[src/rtl/clock_pkg.sv]
// Shared types and field limits for the clock time-setting path.
// Field widths match the display core's hours/minutes ports.
package clock_pkg;

    localparam int unsigned HRS_W = 5;
    localparam int unsigned MIN_W = 7;

    localparam logic [HRS_W-1:0] HRS_MAX = 5'd23;
    localparam logic [MIN_W-1:0] MIN_MAX = 7'd59;

    typedef enum logic [1:0] {
        RUN,
        EDIT_H,
        EDIT_M,
        COMMIT
    } state_e;

    typedef enum logic [1:0] {
        FIELD_NONE    = 2'b00,
        FIELD_HOURS   = 2'b01,
        FIELD_MINUTES = 2'b10
    } field_e;

    // Out-of-range values also wrap to zero so a shadow can never escape its legal range.
    function automatic logic [HRS_W-1:0] next_hours(input logic [HRS_W-1:0] h);
        return (h >= HRS_MAX) ? '0 : h + HRS_W'(1);
    endfunction

    function automatic logic [MIN_W-1:0] next_minutes(input logic [MIN_W-1:0] m);
        return (m >= MIN_MAX) ? '0 : m + MIN_W'(1);
    endfunction

endpackage

[src/rtl/time_set_ctrl_btn_debounce.sv]
// Pushbutton conditioner: 2-FF synchronizer, stable-level debounce and a
// one-cycle pulse on each accepted press.
module btn_debounce #(
    parameter int unsigned DEBOUNCE_CYCLES = 16
) (
    input  logic clk,
    input  logic reset,
    input  logic btn_raw,
    output logic press_p
);
    localparam int unsigned CNT_W = (DEBOUNCE_CYCLES > 2) ? $clog2(DEBOUNCE_CYCLES) : 1;
    localparam logic [CNT_W-1:0] CNT_LAST = CNT_W'(DEBOUNCE_CYCLES - 1);

    logic [1:0]       sync_q, sync_d;
    logic             level_q, level_d;
    logic [CNT_W-1:0] cnt_q, cnt_d;
    logic             accept;
    logic             synced;

    assign synced = sync_q[1];

    // The sample that completes the run is the accepting one, so the
    // counter only has to reach DEBOUNCE_CYCLES-1 before the flip.
    always_comb begin
        sync_d  = {sync_q[0], btn_raw};
        level_d = level_q;
        cnt_d   = '0;
        accept  = (synced != level_q) && (cnt_q == CNT_LAST);
        if (synced != level_q) begin
            if (accept) begin
                level_d = synced;
            end else begin
                cnt_d = cnt_q + CNT_W'(1);
            end
        end
        press_p = accept & synced;
    end

    always_ff @(posedge clk or posedge reset) begin
        if (reset) begin
            sync_q  <= '0;
            level_q <= 1'b0;
            cnt_q   <= '0;
        end else begin
            sync_q  <= sync_d;
            level_q <= level_d;
            cnt_q   <= cnt_d;
        end
    end

endmodule

[src/rtl/time_set_ctrl.sv]
// Button-driven time-setting controller: MODE/INC presses edit a shadow copy
// of the running time, then strobe it into the display core.
module time_set_ctrl
    import clock_pkg::*;
#(
    parameter int unsigned DEBOUNCE_CYCLES = 16,
    parameter int unsigned TIMEOUT_CYCLES  = 4096,
    parameter int unsigned BLINK_CYCLES    = 256
) (
    input  logic             clk,
    input  logic             reset,
    input  logic             btn_mode,
    input  logic             btn_inc,
    input  logic [HRS_W-1:0] cur_hours,
    input  logic [MIN_W-1:0] cur_minutes,
    output logic             set,
    output logic [HRS_W-1:0] set_hours,
    output logic [MIN_W-1:0] set_minutes,
    output logic [1:0]       edit_field,
    output logic             blink
);
    localparam int unsigned IDLE_W  = (TIMEOUT_CYCLES > 2) ? $clog2(TIMEOUT_CYCLES) : 1;
    localparam int unsigned BLINK_W = (BLINK_CYCLES > 2) ? $clog2(BLINK_CYCLES) : 1;
    localparam logic [IDLE_W-1:0]  IDLE_LAST  = IDLE_W'(TIMEOUT_CYCLES - 1);
    localparam logic [BLINK_W-1:0] BLINK_LAST = BLINK_W'(BLINK_CYCLES - 1);

    logic mode_p;
    logic inc_p;

    state_e             state_q, state_d;
    logic [HRS_W-1:0]   shadow_h_q, shadow_h_d;
    logic [MIN_W-1:0]   shadow_m_q, shadow_m_d;
    logic [HRS_W-1:0]   set_hours_q, set_hours_d;
    logic [MIN_W-1:0]   set_minutes_q, set_minutes_d;
    logic [IDLE_W-1:0]  idle_q, idle_d;
    logic [BLINK_W-1:0] blink_cnt_q, blink_cnt_d;
    logic               blink_q, blink_d;
    logic               editing_d;

    btn_debounce #(.DEBOUNCE_CYCLES(DEBOUNCE_CYCLES)) u_mode_db (
        .clk     (clk),
        .reset   (reset),
        .btn_raw (btn_mode),
        .press_p (mode_p)
    );

    btn_debounce #(.DEBOUNCE_CYCLES(DEBOUNCE_CYCLES)) u_inc_db (
        .clk     (clk),
        .reset   (reset),
        .btn_raw (btn_inc),
        .press_p (inc_p)
    );

    // Edit FSM: MODE outranks INC, any pulse restarts the idle timer.
    always_comb begin
        state_d    = state_q;
        shadow_h_d = shadow_h_q;
        shadow_m_d = shadow_m_q;
        idle_d     = idle_q;
        unique case (state_q)
            RUN: begin
                idle_d = '0;
                if (mode_p) begin
                    shadow_h_d = cur_hours;
                    shadow_m_d = cur_minutes;
                    state_d    = EDIT_H;
                end
            end
            EDIT_H: begin
                if (mode_p) begin
                    state_d = EDIT_M;
                    idle_d  = '0;
                end else if (inc_p) begin
                    shadow_h_d = next_hours(shadow_h_q);
                    idle_d     = '0;
                end else if (idle_q == IDLE_LAST) begin
                    state_d = RUN;
                    idle_d  = '0;
                end else begin
                    idle_d = idle_q + IDLE_W'(1);
                end
            end
            EDIT_M: begin
                if (mode_p) begin
                    state_d = COMMIT;
                    idle_d  = '0;
                end else if (inc_p) begin
                    shadow_m_d = next_minutes(shadow_m_q);
                    idle_d     = '0;
                end else if (idle_q == IDLE_LAST) begin
                    state_d = RUN;
                    idle_d  = '0;
                end else begin
                    idle_d = idle_q + IDLE_W'(1);
                end
            end
            COMMIT: begin
                state_d = RUN;
                idle_d  = '0;
            end
            default: begin
                state_d = RUN;
                idle_d  = '0;
            end
        endcase
    end

    // Blink is keyed off the next state so it is already low in the first RUN cycle.
    always_comb begin
        editing_d   = (state_d == EDIT_H) || (state_d == EDIT_M);
        blink_cnt_d = '0;
        blink_d     = 1'b0;
        if (editing_d) begin
            blink_d = blink_q;
            if (blink_cnt_q == BLINK_LAST) begin
                blink_d = ~blink_q;
            end else begin
                blink_cnt_d = blink_cnt_q + BLINK_W'(1);
            end
        end
    end

    always_comb begin
        set_hours_d   = shadow_h_q;
        set_minutes_d = shadow_m_q;
    end

    always_ff @(posedge clk or posedge reset) begin
        if (reset) begin
            state_q       <= RUN;
            shadow_h_q    <= '0;
            shadow_m_q    <= '0;
            set_hours_q   <= '0;
            set_minutes_q <= '0;
            idle_q        <= '0;
            blink_cnt_q   <= '0;
            blink_q       <= 1'b0;
        end else begin
            state_q       <= state_d;
            shadow_h_q    <= shadow_h_d;
            shadow_m_q    <= shadow_m_d;
            set_hours_q   <= set_hours_d;
            set_minutes_q <= set_minutes_d;
            idle_q        <= idle_d;
            blink_cnt_q   <= blink_cnt_d;
            blink_q       <= blink_d;
        end
    end

    always_comb begin
        set         = (state_q == COMMIT);
        set_hours   = set_hours_q;
        set_minutes = set_minutes_q;
        blink       = blink_q;
        unique case (state_q)
            EDIT_H:  edit_field = FIELD_HOURS;
            EDIT_M:  edit_field = FIELD_MINUTES;
            default: edit_field = FIELD_NONE;
        endcase
    end

endmodule

[config.mk]
export PLATFORM = sky130hd
export DESIGN_NAME = time_set_ctrl
export DESIGN_NICKNAME = d
export VERILOG_FILES = /design/src/rtl/clock_pkg.sv /design/src/rtl/time_set_ctrl_btn_debounce.sv /design/src/rtl/time_set_ctrl.sv
export SDC_FILE = /design/constraint.sdc
export NUM_CORES = 1
export LEC_CHECK = 0
export CAP_MARGIN = 0
export CORE_MARGIN = 5
export CORE_UTILIZATION = 46
export CTS_CLUSTER_SIZE = 16
export DETAILED_ROUTE_END_ITERATION = 10
export DONT_BUFFER_PORTS = 1
export MAX_ROUTING_LAYER = met4
export SLEW_MARGIN = 10
export SYNTH_ARGS = -nofsm -noshare
export SYNTH_HDL_FRONTEND = slang
export SYNTH_SLANG_ARGS = --single-unit
[constraint.sdc]
create_clock -name clk -period 6.6 [get_ports clk]
set_clock_uncertainty 0.2 [all_clocks]
set_input_delay 1.98 -clock clk [delete_from_list [all_inputs] [get_ports clk]]
set_output_delay 1.98 -clock clk [all_outputs]
set_load 0.05 [all_outputs]
==> results.md <==
- Power per Cell Area: 241.1 nW/um^2
- PostCTS Resize Cnt: 0
- Hold buffers post-CTS: 0
- Ys flop type: dfrtp_1
- CORE AREA: around 6300 sq um
- P&R area growth vs syn: 10.30%
- Hold Crit Class: reg2reg
- TNS Setup: 0 ps
- Vias in the first global route: 2,063
- Via/cell ratio: 5.606
- LEAKAGE: 0.001382 uW
- Worst R2R Setup Slack: ~3700 ps
- Place WS: between 3000 and 4000 ps
- Peak fanout along the critical path: 10
- H-tree depth: 3
- Count of final setup violators: 0
- Clock-pin slew on the worst setup and hold paths: ~70 ps
- CTS Buf Count: 9
- Total power: approximately 790 uW
- DR pass1 iterations: 4
- Hold Path Sink: u_mode_db.sync_q[1]$_DFF_PP0_
- Syn Std Cell Area: about 3000 sq um
- Final period utilization: 0.5641
- Hold Path Cell Cnt: 0
- Slew Limit Fails: 0
- Worst Reg2Reg Path Length in Cells: 6
- RR Endpoint: blink_cnt_q[3]$_DFF_PP0_
- Remaining DRCs: 0
- First DRT Iteration DRCs: between 80 and 90
- Kind of critical path: reg2out
- Vias: between 2,000 and 2,500
- Worst path required time: 4420 ps
- Congestion Overflow GR: 0
- Maximum clock rate: ~270 MHz
- Synth unique cells: 52
- Syn Area/Cell: approximately 10 sq um
- Commonest non-fill, non-tap cells in the layout: dfrtp_1 (61), nor2_1 (30), nand3_1 (26)
- Largest net degree at the start of global routing: 62
- Port bufs: 0
- Max Root-Sink Buffers: 2
- WL final: about 5500 um
- Final net count: about 320
- Number of diodes: 0
- Ports: 32
- Syn Nets: 315
- WP data arrival: between 1500 and 2000 ps
- Post-DP HPWL: roughly 3700 um
- Gpl congestion: approximately 0.72
- Slew headroom: 0.2335
- Layout cell share with drive strength beyond 1: 0.09302
- All-layer global routing usage: 0.1495
- Setup crit end kind: output pin
- Max-Cap Viols: 0
- Flops & latches, synth: 61
- TritonCTS clock tree: yes
- Initial Util: 0.4705
- Setup Fix Bufs, Post-CTS: 0
- HP Start: u_mode_db.sync_q[0]$_DFF_PP0_
- Slew @ Worst Pin: 1150 ps
- Clk_lat worst skew: 330 ps
- WL/cell: around 14 um
- Synthesized instance count: approximately 290
- FFs w/ async S/R, synth: 1.000
- Global-route wire length before repair: just under 10,000 um
- Commonest non-fill, non-tap cell in the layout: dfrtp_1
- Reg-to-Reg Start: state_q[0]$_DFF_PP0_
- Num rows: 29
- Fin. Hold Viols: 0
- Root buf cell: clkbuf_8
- Worst hold slack: approximately 150 ps
- Outcome: finished, final reports clean
- Seq/Total Area, Yosys: 0.5109
- Yosys Warn Count: 0
- Die H: between 90 and 100 um
- CTS Sinks: 61
- Post-layout minimum cycle time: 3723 ps
- Worst setup SP type: flop
- ANT nets after route: 0
- Die ar.: 8207 sq um
- Number of synthesized flops with an enable pin: 0
- Final worst setup slack: approximately 2900 ps
- Unrepaired setup endpoints after global routing: false
- Initial antenna violation count: 0
- Die width: between 90 and 100 um
- Worst IR drop on VDD: 0.0002581 V
==> state kept, by name, summed over array words and instances, names as in the netlist <==
name	count
state_q	2
u_mode_db.level_q	1
blink	1
blink_cnt_q	8
idle_q	12
set_minutes	7
set_hours	5
u_mode_db.cnt_q	4
u_inc_db.level_q	1
set_hours_d	5
u_inc_db.cnt_q	4
u_inc_db.sync_q	2
u_mode_db.sync_q	2
set_minutes_d	7
==> worst max-delay path by stage <==
stage,slack (ps),end,from,cells after the start
2_1_floorplan,2910,blink$_DFFE_PP0P_,reset,1
3_3_place_gp,3250,edit_field[1],state_q[0]$_DFF_PP0_,2
3_5_place_dp,3220,edit_field[1],state_q[0]$_DFF_PP0_,2
4_1_cts,2840,edit_field[1],state_q[0]$_DFF_PP0_,2
5_1_grt,2780,edit_field[1],state_q[0]$_DFF_PP0_,2
6_report,2880,edit_field[1],state_q[0]$_DFF_PP0_,2
==> synth_stat cells (2+ instances only) <==
cell / count / share of area
a211oi_1: 2 / 0.0050
a21oi_1: 14 / 0.023
a31oi_1: 2 / 0.0042
and3_1: 3 / 0.0063
buf_4: 2 / 0.0050
dfrtp_1: 61 / 0.51
ha_1: 10 / 0.042
inv_1: 16 / 0.020
mux2_1: 3 / 0.011
mux2i_1: 9 / 0.030
nand2_1: 11 / 0.014
nand3_1: 26 / 0.044
nand4_1: 3 / 0.0063
nand4b_1: 2 / 0.0059
nor2_1: 30 / 0.038
nor2b_1: 5 / 0.010
nor3_1: 6 / 0.010
nor3b_1: 2 / 0.0050
nor4_1: 2 / 0.0042
o21ai_0: 16 / 0.027
o21ai_1: 13 / 0.022
o2bb2ai_1: 3 / 0.0088
o31ai_1: 2 / 0.0050
xnor2_1: 10 / 0.029
xor2_1: 9 / 0.026
==> power by group <==
group / internal, uW / switching, uW / leakage (uW) / total (uW)
combinational: 6.51 / 12.1 / 0.000553 / 18.6
clock: 251 / 143 / 0.000116 / 394
sequential: 378 / 4.27 / 0.000713 / 383
==> metal layers <==
layer  global-route usage  wire length [um]  part of all wire  vias to the layer above
li1                     -                 -                 -                     1044
met1               0.1861              2477              0.45                     1038
met2               0.2240              2655              0.49                       28
met3              0.05500               245             0.045                        9
met4              0.05211                92             0.017                        0
met5                    -                 0                 0                        -
==> cell type report <==
cell class                      instances  area, sq um
Sequential cell                        61         1526
Multi-Input combinational cell        206         1363
Clock inverter                          6        111.4
Timing Repair Buffer                    1        7.507
Inverter                               17        63.81
Fill cell                             571         3054
Clock buffer                           10        127.6
Tap cell                               77        96.34
==> critical path, stage by stage (launching register included) <==
cell	delay (ps)
dfrtp_1	400
inv_1	120
ha_1	680
==> kinds of logic (layout without fill, tap and decap cells) <==
family / count (synthesis) / count (layout) / share of synthesized area
AND/OR/NAND/NOR: 101 / 101 / 0.1826
AO/OA/AOI/OAI: 63 / 63 / 0.1307
flip-flops: 61 / 61 / 0.5109
buffers and inverters: 22 / 34 / 0.03308
XOR/XNOR: 19 / 19 / 0.05570
multiplexers: 13 / 13 / 0.04523
adder cells (fa/ha/maj): 10 / 10 / 0.04188
==> through the flow <==
step / cell area (sq um) / instances / utilization
after floorplan: 2988 / 289 / -
after global placement: 3057 / 362 / 0.4814
after detailed placement: 3057 / 362 / 0.4814
after CTS: 3296 / 378 / 0.5190
after global routing: 3296 / 378 / 0.5190
final: 3296 / 378 / 0.5190
No activity file was read; power rests on OpenSTA's default activity.
